[config.mk]
export PLATFORM = sky130hd
export DESIGN_NAME = serial_add_sub
export DESIGN_NICKNAME = d
export VERILOG_FILES = /design/src/rtl/serial_add_sub_pkg.sv /design/src/rtl/full_adder.sv /design/src/rtl/serial_add_sub.sv
export SDC_FILE = /design/constraint.sdc
export NUM_CORES = 1
export LEC_CHECK = 0
export ABC_CLOCK_PERIOD_IN_PS = 1700
export BUFFER_PORTS_ARGS = -buffer_cell sky130_fd_sc_hd__buf_2
export CORE_MARGIN = 2
export CORE_UTILIZATION = 44
export DETAILED_ROUTE_END_ITERATION = 8
export GPL_TIMING_DRIVEN = 1
export PLACE_DENSITY = 0.78
export SLEW_MARGIN = 20
export SYNTH_ARGS = -nofsm -noshare
export SYNTH_HDL_FRONTEND = slang
export SYNTH_SLANG_ARGS = --single-unit
[constraint.sdc]
create_clock -name clk -period 1.7 [get_ports clk]
set_clock_uncertainty 0.2 [all_clocks]
set_input_delay 0.34 -clock clk [delete_from_list [all_inputs] [get_ports clk]]
set_output_delay 0.34 -clock clk [all_outputs]
set_load 0.01 [all_outputs]
[src/rtl/serial_add_sub_pkg.sv]
// Shared definitions for the digit-serial adder/subtractor.
//
// Contents:
//   DEF_WIDTH, DEF_BITS_PER_CYCLE - default parameter values for the top
//   state_e                       - controller state encoding (IDLE/RUN/DONE)
//   params_ok()                   - elaboration-time legality check of the
//                                   WIDTH / BITS_PER_CYCLE pair
//   counter_width()               - step counter width, never below one bit

package serial_add_sub_pkg;

    localparam int DEF_WIDTH          = 8;
    localparam int DEF_BITS_PER_CYCLE = 1;

    typedef enum logic [1:0] {
        ST_IDLE = 2'd0,
        ST_RUN  = 2'd1,
        ST_DONE = 2'd2
    } state_e;

    // The digit must tile the operand exactly; a partial last digit would
    // need a separate datapath, which this block does not have.
    function automatic bit params_ok(input int width, input int bits_per_cycle);
        return (width >= 2) && (bits_per_cycle >= 1) &&
               (bits_per_cycle <= width) && ((width % bits_per_cycle) == 0);
    endfunction

    // A single-step configuration still needs a 1-bit counter to exist.
    function automatic int counter_width(input int steps);
        return (steps > 1) ? $clog2(steps) : 1;
    endfunction

endpackage

[src/rtl/full_adder.sv]
// One-bit full adder cell, the building block of the digit ripple chain.
//
// Ports:
//   x, y : input  1  operand bits
//   c    : input  1  carry in
//   s    : output 1  sum bit        (x ^ y ^ c)
//   co   : output 1  carry out      (majority of x, y, c)

module full_adder (
    input  logic x,
    input  logic y,
    input  logic c,
    output logic s,
    output logic co
);

    assign s  = x ^ y ^ c;
    assign co = (x & y) | (x & c) | (y & c);

endmodule

[src/rtl/serial_add_sub.sv]
// Digit-serial adder/subtractor. Operands are accepted over a valid/ready
// handshake, processed BITS_PER_CYCLE bits per clock LSB first through a
// ripple chain of full adders, and the result is offered over a second
// valid/ready handshake. Subtraction is a + ~b + ~cin.
//
// Parameters:
//   WIDTH          operand/result width (>= 2)
//   BITS_PER_CYCLE bits per clock, must divide WIDTH
//
// Ports:
//   clk       : input  1      clock
//   rst       : input  1      synchronous active-high reset
//   in_valid  : input  1      operands present
//   in_ready  : output 1      block can accept operands (IDLE only)
//   a, b      : input  WIDTH  operands
//   sub       : input  1      0 = add, 1 = subtract
//   cin       : input  1      carry-in (add) / borrow-in (subtract)
//   out_valid : output 1      result present (DONE only)
//   out_ready : input  1      consumer takes result
//   sum       : output WIDTH  result (partial while running)
//   cout      : output 1      carry out of MSB (subtract: 1 = no borrow)
//   ovf       : output 1      two's-complement overflow
//   busy      : output 1      high in RUN or DONE
//
// state | meaning
// IDLE  | waiting for operands, in_ready high
// RUN   | one digit per clock through the ripple chain
// DONE  | result held on the outputs until out_ready

module serial_add_sub
    import serial_add_sub_pkg::*;
#(
    parameter int WIDTH          = DEF_WIDTH,
    parameter int BITS_PER_CYCLE = DEF_BITS_PER_CYCLE
) (
    input  logic             clk,
    input  logic             rst,
    input  logic             in_valid,
    output logic             in_ready,
    input  logic [WIDTH-1:0] a,
    input  logic [WIDTH-1:0] b,
    input  logic             sub,
    input  logic             cin,
    output logic             out_valid,
    input  logic             out_ready,
    output logic [WIDTH-1:0] sum,
    output logic             cout,
    output logic             ovf,
    output logic             busy
);

    localparam int STEPS = WIDTH / BITS_PER_CYCLE;
    localparam int CNT_W = counter_width(STEPS);

    localparam logic [1:0] IDLE = ST_IDLE;
    localparam logic [1:0] RUN  = ST_RUN;
    localparam logic [1:0] DONE = ST_DONE;

    localparam logic [CNT_W-1:0] LAST_STEP = CNT_W'(STEPS - 1);

    if (!params_ok(WIDTH, BITS_PER_CYCLE)) begin : g_param_check
        $error("serial_add_sub: BITS_PER_CYCLE=%0d must divide WIDTH=%0d (WIDTH >= 2)",
               BITS_PER_CYCLE, WIDTH);
    end

    logic [1:0]       state;
    logic [WIDTH-1:0] a_sh;
    logic [WIDTH-1:0] b_sh;
    logic [WIDTH-1:0] sum_r;
    logic [WIDTH-1:0] sum_next;
    logic             carry;
    logic [CNT_W-1:0] cnt;
    logic             cout_r;
    logic             ovf_r;

    // chain_c[i] is the carry into cell i; chain_c[BITS_PER_CYCLE] leaves
    // the digit. On the last step, cell BITS_PER_CYCLE-1 holds the operand
    // MSB, so its carry-in and carry-out give the overflow term.
    logic [BITS_PER_CYCLE:0]   chain_c;
    logic [BITS_PER_CYCLE-1:0] digit;
    logic                      msb_carry_in;
    logic                      chain_co;

    assign chain_c[0] = carry;

    for (genvar i = 0; i < BITS_PER_CYCLE; i++) begin : g_chain
        full_adder u_fa (
            .x  (a_sh[i]),
            .y  (b_sh[i]),
            .c  (chain_c[i]),
            .s  (digit[i]),
            .co (chain_c[i+1])
        );
    end

    assign msb_carry_in = chain_c[BITS_PER_CYCLE-1];
    assign chain_co     = chain_c[BITS_PER_CYCLE];

    // Digits enter at the MSB end so that after STEPS shifts the first
    // digit has travelled down to bit 0.
    if (STEPS == 1) begin : g_sum_single
        assign sum_next = digit;
    end else begin : g_sum_shift
        assign sum_next = {digit, sum_r[WIDTH-1:BITS_PER_CYCLE]};
    end

    always_ff @(posedge clk) begin
        if (rst) begin
            state  <= IDLE;
            a_sh   <= '0;
            b_sh   <= '0;
            sum_r  <= '0;
            carry  <= 1'b0;
            cnt    <= '0;
            cout_r <= 1'b0;
            ovf_r  <= 1'b0;
        end else begin
            case (state)
                IDLE: begin
                    if (in_valid) begin
                        a_sh  <= a;
                        b_sh  <= sub ? ~b : b;
                        // Borrow-in inverts to a carry-in when subtracting.
                        carry <= cin ^ sub;
                        cnt   <= '0;
                        state <= RUN;
                    end
                end
                RUN: begin
                    sum_r <= sum_next;
                    a_sh  <= a_sh >> BITS_PER_CYCLE;
                    b_sh  <= b_sh >> BITS_PER_CYCLE;
                    carry <= chain_co;
                    if (cnt == LAST_STEP) begin
                        cout_r <= chain_co;
                        ovf_r  <= msb_carry_in ^ chain_co;
                        state  <= DONE;
                    end else begin
                        cnt <= cnt + CNT_W'(1);
                    end
                end
                DONE: begin
                    if (out_ready) begin
                        state <= IDLE;
                    end
                end
                default: state <= IDLE;
            endcase
        end
    end

    assign in_ready  = (state == IDLE);
    assign out_valid = (state == DONE);
    assign busy      = (state != IDLE);
    assign sum       = sum_r;
    assign cout      = cout_r;
    assign ovf       = ovf_r;

endmodule

# After elaboration in Yosys (flattened, before gate mapping)
# Index checks and enable logic that the tools add are counted.
# Widths: inputs -> output; s select.
# word_totals
register_bits	32
latchBits	0
ramBits	0
mem_bits_ro	0
output_inout_bits	13
memories	0
# classes
n_addsub	1
n_mul	0
n_div	0
n_lt_le_gt_ge	0
eq_ne	7
shifts	0
n_mux	14
bitwise	10
reduce_logical	7
# ops
cell	count
$pmux 8 s2	2
$mux 8	3
$not 8->8	1
$mux 2	3
$mux 3	2
$ne 2x2->1 const B	3
$pmux 2 s3	1
$pmux 3 s2	1
$reduce_and 3->1	2
$reduce_and 2->1	2
$reduce_bool 2->1	2
$xor 1x1->1	4
$add 3x1->3 const B	1
$and 1x1->1	3
$eq 3x3->1 const B	1
$eq 2x1->1 const B	1
$eq 2x2->1 const B	1
$logic_not 2->1	1
$ne 2x1->1 const B	1
$or 1x1->1	2
$pmux 1 s2	1
$mux 1	1

# Logic depth before layout (Yosys ltp)
# logic_depth
depth_word	4
ltp_mapped	6
mapped_depth_nobuf	5

# Hierarchy
# A second synthesis with hierarchy kept.
# hier_totals
cells_unflattened	162
hier_area_um2	1514.0
# modules_own_cells
module	instances	cells_each	area_each_um2	seq_area_each_um2
serial_add_sub	1	161	1493.9	640.6
full_adder	1	1	20.0	0.0

# Worst setup path after synthesis
# OpenSTA, ideal clock, no wires.
# synth_timing
path_type	register -> output
start	reg state[0]
end	out in_ready
arrival_ns	1.001
t_required_ns	1.160
setup_slack_ns	0.159
stages_incl_launch_ff	5
n_path_buf	2
path_cell_list	dfxtp_1 -> buf_6 -> buf_4 -> or2_2 -> inv_1
# synth_via
elab_chain_cells	1
# synth_lines
item	line_no	text
start: declaration	serial_add_sub.sv:66	logic [1:0] state;
start signal: assignment	serial_add_sub.sv:109	state <= IDLE;
start signal: assignment	serial_add_sub.sv:126	state <= RUN;
start signal: assignment	serial_add_sub.sv:137	state <= DONE;
$logic_not 2->1	serial_add_sub.sv:152	assign in_ready = (state == IDLE);
end: declaration	serial_add_sub.sv:39	output logic in_ready,
# No other way between the ends.

# Final worst setup path
# layout_timing
start	reg state[1]
end	out in_ready
# The elaborated chain is that of the path after synthesis.

==> metrics.yaml <==
area_growth_pct: 18.8
cp_slowest_cell: "dfxtp_4"
top_layer_used: "met4"
fp-row-count: 21
holdPathStages: 3
grt_pass1_wl_um: 4910
hold_start: "out_ready"
die_width_um: 63.0
hold_violations: 0
track_usage_pct: 15.8
final_util_pct: 54.5
via_count: 1220
start_util_pct: 45.9
cts_max_level: 2
cts_buffer_depth: 2
wl_per_cell_um: 11.2
reg2reg_from: "state[1]"
r2r_cells: 4
wirelength_um: 2780
cp_slowest_stage_delay_ps: 350
avgSynthCellArea_um2: 9.45
netlist_area_um2: 1530
final_nets: 225
ir_drop_v: 0.000437
n_antenna_cell: 0
core_um2: 3340
cts-root-buf: "clkbuf_4"
postRouteAntennaNets: 0
dp_hpwl_um: 1990
drv_slew: 0
num-fill-cells: 326
tns_ps: 0
route.met3.wl_um: 138
cts.sink_count: 32
cts_buffers: 5
min_path_type: "primary input to flop"
finalCritPeriodShare_pct: 94.7
routabilityCongestion: 0.743
multi_input_area_um2: 796
rrSetupSlack_ps: 110
fin_ws_ps: 89.5
p_leak_nw: 0.752
critPathKind: "flop to output pin"
dp_slack_ps: 120
drtIter0Drc: 21
cp_top_family: "flip-flops"
fmax_mhz: 621
synth_warnings: 0
min_to: "state[1]"
grt_pass1_vias: 1151
max_slew_margin_pct: 75.9
worstSetupStartpointType: "flop"
yosys.area.top_type: "dfxtp_1"
drv_cap: 0
tightest_slew_ps: 362
clk_latency_ps: 330
syn_inst: 162
cts_tree: "built"
stdcell_area_um2: 1820
regArea_um2: 648
antenna_found_initial: 0
async_flop_share_pct: 0
cp.depth: 3
viasPerCell: 4.94
yosys-top-cells-area: "dfxtp_1 (42%), a2111oi_2 (7.8%), nor2_1 (5.6%)"
setup_viol: 0
drc: 0
cp_num_buf_inv: 2
dominantRegCellSynth: "dfxtp_1"
cp.arrival_ps: 1070
io_pins: 35
clkTransAtPathRegs_ps: 80
synth-seq-cells: 32
end_kind: "output pin"
dr.pass1.iters: 4
ys_seq_area_share_pct: 41.9
met2_length_um: 1390
grt_overflow: 0
worstPathCellList: "or2_4 -> inv_1 -> buf_2"
synth_edf_count: 0
drive_gt1_share_pct: 33.3
placed_area_um2: 1710
syn_nets: 187
die_h_um: 63.0
power_density_nw_per_um2: 847
holdBufCountCts: 0
required_ps: 1160
synth_top_area_share_pct: 41.9
hold-worst-slack_ps: 72.3
worstPathMaxFanout: 3
dieArea_um2: 3970
fin_crit_ps: 1610
status: "finished, final reports clean"
grt_max_degree: 33
synth_cell_types: 33
wl_met1_um: 1190
r2r-end: "b_sh[3]"
io_buffers: 34
-- synth_stat cells, types with 2 or more instances --
cell        n
buf_2       2
xor2_1      2
mux2i_1     7
ha_1        2
buf_4       2
nand2_1    22
buf_6       4
inv_1       2
xnor2_1     8
dfxtp_1    32
a21oi_1    13
a2111oi_2   8
nor2_1     23
nor2b_1     2
clkbuf_1    2
a211oi_1    7
o21ai_0     2
nand3_1     3
nand2b_1    5
-- worst max path at each step --
stage / from / slack [ps] / to
2_1_floorplan: state[0] / 160 / in_ready
3_3_place_gp: state[0] / 140 / b_sh[2]
3_5_place_dp: cnt[0] / 120 / cnt[0]
4_1_cts: state[1] / 5 / in_ready
5_1_grt: state[1] / -0.04 / carry
6_report: state[1] / 90 / in_ready
-- cell families (layout without fill, tap and decap cells) --
logic type                 count (synthesis)  count (layout)  share of synthesized area, %
and+or+nand+nor                           62              62                          19.1
DFF                                       32              32                          41.9
AOI/OAI and AO/OA                         34              34                          18.7
xor gates and xnor gates                  10              10                          5.72
buffers and inverters                     14              53                          7.11
adders and majority gates                  3               3                          2.94
muxes                                      7               7                          4.58
-- layout make-up --
class | count | share of cell area (%)
clock buffers | 8 | 3.23
multi-input cells | 116 | 43.8
well taps | 46 | 3.17
inverters | 2 | 0.413
repair buffers | 43 | 13.8
flip-flops and latches | 32 | 35.7
-- per-layer routing --
layer  vias up  global-route usage (%)
li1        629                       -
met1       554                    17.8
met2        32                    25.8
met3         5                    4.68
met4         0                    10.6
met5         -                       0
-- what timing repair did --
action,CTS,global route
endpoints found under the setup margin,3,6
endpoints found under the hold margin,0,0
gates resized for setup,4,4
buffers inserted,3,0
-- power by group --
group          internal (mW)  leakage [nW]  switching (mW)
Sequential             0.795         0.264          0.0291
Combinational          0.134         0.455           0.144
Clock                  0.204        0.0326           0.235
Total                   1.13         0.752           0.408
-- placed cells by master, fill, tap and decap left out, drive strengths merged --
cell type,netlist,routed
fa,1,1
nand3b,1,1
mux2i,7,7
nor2b,2,2
o21bai,1,1
buf,10,43
or2,1,1
inv,2,2
nor4b,1,1
xor2,2,2
xnor2,8,8
dfxtp,32,32
nand2b,6,6
a21oi,13,13
clkbuf,2,8
and2b,1,1
o21ai,2,2
o21ba,1,1
a211oi,7,7
nand3,3,3
nor2,24,24
a22oi,1,1
o31ai,1,1
ha,2,2
a2111oi,8,8
nor3b,1,1
nand2,22,22
-- through the flow --
stage          power (mW)  cells
6_report             1.54    247
5_1_grt              1.63    247
4_1_cts              1.56    247
3_5_place_dp         1.11    236
3_3_place_gp         1.11    236
2_1_floorplan        1.05    162
-- registers in the layout, indices dropped and copies added, names as in the netlist --
signal	flops
state	2
a_sh	8
b_sh	8
cout	1
sum	8
ovf	1
cnt	3
carry	1
-- worst reg2reg max path: stages, from the launching register on --
cell and delay [ps]:
dfxtp_4 350, buf_4 160, o21ba_4 390, nor2_1 90, a2111oi_2 300
Note: power is estimated with default switching activity, not from simulation.
